**src/rtl/col_parity_stage.sv**
```systemverilog
// Column-parity (theta) stage: streams 64 slices from a source memory, XORs in
// neighbouring column parities and writes each result slice to a destination memory.
module col_parity_stage #(
   parameter int SLICES = 64,
   parameter int ADDR_W = 6
) (
   input  logic              clk,
   input  logic              rst,
   input  logic              start,
   output logic              rd_en,
   output logic [ADDR_W-1:0] rd_addr,
   input  logic [24:0]       rd_data,
   output logic              wr_en,
   output logic [ADDR_W-1:0] wr_addr,
   output logic [24:0]       wr_data,
   output logic              busy,
   output logic              done
);

   localparam logic [ADDR_W-1:0] LAST_Z = ADDR_W'(SLICES - 1);

   typedef enum logic [2:0] {IDLE, RD_LAST, PRIME, PROC, DONE} state_t;

   state_t            state_q, state_d;
   logic [ADDR_W-1:0] z_q, z_d;
   logic [4:0]        p_q, p_d;
   logic [24:0]       wr_data_q, wr_data_d;
   logic [24:0]       theta_out;

   function automatic logic [4:0] col_parity(input logic [24:0] s);
      logic [4:0] c;
      for (int x = 0; x < 5; x++) begin
         c[x] = s[x] ^ s[x+5] ^ s[x+10] ^ s[x+15] ^ s[x+20];
      end
      return c;
   endfunction

   // p is the column-parity vector of the previous slice (z-1)
   function automatic logic [24:0] theta(input logic [24:0] s, input logic [4:0] p);
      logic [4:0]  c;
      logic [24:0] r;
      c = col_parity(s);
      for (int y = 0; y < 5; y++) begin
         for (int x = 0; x < 5; x++) begin
            r[5*y+x] = s[5*y+x] ^ c[(x+4)%5] ^ p[(x+1)%5];
         end
      end
      return r;
   endfunction

   always_comb begin
      state_d   = state_q;
      z_d       = z_q;
      p_d       = p_q;
      wr_data_d = wr_data_q;
      theta_out = theta(rd_data, p_q);
      rd_en     = 1'b0;
      rd_addr   = '0;
      wr_en     = 1'b0;
      wr_addr   = '0;
      wr_data   = wr_data_q;
      busy      = 1'b0;
      done      = 1'b0;
      case (state_q)
         IDLE: begin
            if (start) state_d = RD_LAST;
         end
         RD_LAST: begin
            busy    = 1'b1;
            rd_en   = 1'b1;
            rd_addr = LAST_Z;
            state_d = PRIME;
         end
         PRIME: begin
            // slice SLICES-1 seeds P so slice 0 sees its wrap-around neighbour
            busy    = 1'b1;
            p_d     = col_parity(rd_data);
            rd_en   = 1'b1;
            rd_addr = '0;
            z_d     = '0;
            state_d = PROC;
         end
         PROC: begin
            busy      = 1'b1;
            wr_en     = 1'b1;
            wr_addr   = z_q;
            wr_data   = theta_out;
            wr_data_d = theta_out;
            p_d       = col_parity(rd_data);
            if (z_q != LAST_Z) begin
               rd_en   = 1'b1;
               rd_addr = z_q + 1'b1;
               z_d     = z_q + 1'b1;
            end else begin
               state_d = DONE;
            end
         end
         DONE: begin
            done    = 1'b1;
            state_d = IDLE;
         end
         default: state_d = IDLE;
      endcase
   end

   always_ff @(posedge clk) begin
      if (rst) begin
         state_q   <= IDLE;
         z_q       <= '0;
         p_q       <= '0;
         wr_data_q <= '0;
      end else begin
         state_q   <= state_d;
         z_q       <= z_d;
         p_q       <= p_d;
         wr_data_q <= wr_data_d;
      end
   end

endmodule

```
**config.mk**
```make
export PLATFORM = sky130hd
export DESIGN_NAME = col_parity_stage
export DESIGN_NICKNAME = d
export VERILOG_FILES = /design/src/rtl/col_parity_stage.sv
export SDC_FILE = /design/constraint.sdc
export NUM_CORES = 1
export LEC_CHECK = 0
export ABC_AREA = 1
export BUFFER_PORTS_ARGS = -buffer_cell sky130_fd_sc_hd__buf_2
export CORE_UTILIZATION = 49
export CTS_CLUSTER_DIAMETER = 80
export DETAILED_ROUTE_END_ITERATION = 7
export PLACE_DENSITY = 0.77
export SYNTH_ARGS = -nofsm -noshare
export SYNTH_HDL_FRONTEND = slang
export SYNTH_SLANG_ARGS = --single-unit
```
**constraint.sdc**
```tcl
create_clock -name clk -period 1.55 [get_ports clk]
set_clock_uncertainty 0.1 [all_clocks]
set_input_delay 0.31 -clock clk [delete_from_list [all_inputs] [get_ports clk]]
set_output_delay 0.31 -clock clk [all_outputs]
set_load 0.01 [all_outputs]
```
==> metrics.yaml <==
floorplanning:
  core_um2: 5510
  die_h_um: 77.5
  start_util: 0.507
  io_pins: 69
  die-area_um2: 6000
  die_w_um: 77.5
  num_rows: 27
synth:
  syn_nets: 445
  yosysUniqueCellTypes: 27
  yosysWarnings: 0
  avgSynthCellArea_um2: 6.71
  syn_area_um2: 2790
  ys_seq_elements: 39
  syn_inst: 416
  yosysSeqAreaShare: 0.280
grt:
  grt_max_degree: 17
  antenna_found_initial: 0
  grt_pass1_wl_mm: 18.1
  grt_use_total: 0.383
  grt_pass1_vias: 3885
  grt_overflow: 0
worst_hold_path:
  holdPathEnd: "state_q[0]"
  hold_path_depth: 2
  min_path_type: "in -> reg"
  hold_start: "rst"
place:
  io_buffers: 68
  hpwl_mm: 5.72
  finalWeightedCongestion: 0.825
  preCtsSetupSlack_ns: -0.205
sta:
  finalHoldViolCount: 0
  finalSetupViolCount: 63
  worst_slew_pin_slew_ns: 0.679
  slew_viol_final: 0
  fin_crit_ns: 2.24
  rsz0062_at_grt: "yes"
  relSlewSlack: 0.544
  hold_ws_ns: 0.131
  max_freq_mhz: 446
  setup_ws_ns: -0.692
  post-route-period-util: 1.45
setup_path:
  crit_fanout: 3
  max_stage_delay_ns: 0.38
  cp_slowest_cell: "dfxtp_2"
  worstPathArrival_ns: 1.83
  r2r_start: "state_q[1]"
  critical_path_buf_inv_count: 1
  path_delay_family: "compound AO/OA/AOI/OAI gates"
  path_cells: "ha_4, nand4_1, o21ai_4, o21ai_2, nand3_2, nand2_1, buf_2"
  path_class: "reg -> out"
  reg2reg_slack_ns: -0.57
  critPathCaptureType: "output port"
  rr_endpoint: "z_q[3]"
  ff2ff_path_depth: 13
  start_kind: "flip-flop"
  required_ns: 1.14
clocking:
  root_buffer: "clkbuf_8"
  path_clk_slew_ns: 0.09
  cts_tree: "built"
  numCtsBuffers: 5
  htreeDepth: 2
  clock_latency_ns: 0.30
  cts_sinks: 39
  clockBufferDepth: 2
cells_and_area:
  nNetsFinal: 627
  multi_input_area_um2: 2520
  fill_cells: 95
  antenna_cells: 0
  syn_to_final_growth_pct: 91.6
  drive_above_1_share: 0.623
  regArea_um2: 797
routing:
  first_iter_violations: 767
  via_count: 4670
  routedWlPerCell_um: 26.9
  wirelength_mm: 18.1
  drc: 0
  drtAntennaViolNets: 0
  vias_per_cell: 6.96
  drtPass1Iterations: 8
status:
  violations: "negative setup slack"
  status: "finished with violations"
flow_run:
  cap_violations: 0
power_and_ir_drop:
  irDropWorstVdd_mv: 1.32
  power_leakage_nw: 2.54
  power_density_nw_per_um2: 817
worst max path at each step:
stage           startpoint     endpoint  slack, ns  depth (start not counted)
5_1_grt         state_q[0]   rd_addr[4]      -1.05                          5
2_1_floorplan   state_q[1]  wr_data[10]       0.02                          8
3_5_place_dp   rd_data[15]   wr_data[1]      -0.21                         11
4_1_cts             z_q[1]   rd_addr[3]      -0.43                          7
6_report            z_q[1]   rd_addr[3]      -0.69                          7
3_3_place_gp        z_q[0]   rd_addr[1]      -0.16                          7
stage by stage:
step / instances / setup TNS [ns] / util / cell area [µm²] / power, W
6_report: 671 / -23.67 / 0.971 / 5350 / 0.00437
4_1_cts: 663 / -13.58 / 0.844 / 4650 / 0.00364
3_5_place_dp: 617 / -5.44 / 0.679 / 3740 / 0.00243
5_1_grt: 671 / -27.77 / 0.971 / 5350 / 0.00448
2_1_floorplan: 416 / 0 / - / 2800 / 0.00197
3_3_place_gp: 617 / -3.82 / 0.679 / 3740 / 0.00238
placed cells by master (no fill, tap or decap), drive strengths merged:
master  synthesis  layout
o211ai          5       5
clkbuf          6       6
nand4           2       2
nor3b           1       1
clkinv          1       2
inv            60      60
ha              1       1
xor2            6       6
nor2           12      12
nand2         105     105
xnor2          30      30
nand3          99      99
buf            10     191
dfxtp          39      39
o21ai           3       3
bufinv          0       1
a211oi          1       1
nor3            2       2
a21oi          33      33
layout make-up:
cell class	instances	share of cell area
clock buffers	6	0.0154
clock inverters	2	0.00655
flip-flops and latches	39	0.149
inverters	61	0.0452
multi-input cells	300	0.471
repair buffers	191	0.296
well taps	72	0.0169
cell usage after synthesis, drive strengths merged:
cell type  number  area, µm²
a21oi          33        214
inv            60        225
dfxtp          39        781
nand3          99        586
nor3            2       10.0
nor3b           1       7.51
clkbuf          6       22.5
ha              1       12.5
nand4           2       12.5
xnor2          30        263
nor2           12       52.6
a211oi          1       7.51
o21ai           3       22.5
xor2            6       52.6
nand2         105        397
clkinv          1       5.00
buf            10       82.6
o211ai          5       37.5
state kept, by name (all words and copies together), names as in the netlist:
register / count
p_q: 5
wr_data_q: 25
z_q: 6
state_q: 3
routing by layer:
| metal | share of wire | track usage | up-vias |
|---|---|---|---|
| met5 | 0 | 0 | - |
| met4 | 0.13 | 0.247 | 0 |
| met3 | 0.14 | 0.0929 | 297 |
| met2 | 0.42 | 0.696 | 614 |
| met1 | 0.31 | 0.387 | 2044 |
| li1 | - | - | 1715 |
report_power, final:
group          internal [W]  switching (W)  total (W)
clock              0.000522       0.000416   0.000938
combinational      0.000878        0.00135    0.00222
sequential          0.00107       0.000132    0.00121
total               0.00247        0.00189    0.00437
cells by family (layout without fill, tap and decap cells):
logic type | after synthesis | count (layout) | synth area share
and+or+nand+nor | 221 | 221 | 0.382
adders and majority gates | 1 | 1 | 0.00448
DFF | 39 | 39 | 0.280
AOI/OAI and AO/OA | 42 | 42 | 0.101
buffers and inverters | 77 | 260 | 0.120
xor gates and xnor gates | 36 | 36 | 0.113
timing repair:
action | 4_1_cts | 5_1_grt
buffers inserted | 37 | 21
hold buffers | 0 | 0
gates cloned | 4 | 0
pin swaps | 34 | 31
endpoints found under the setup margin | 47 | 55
gates resized for setup | 100 | 150
(Power assumes the default switching activity.)
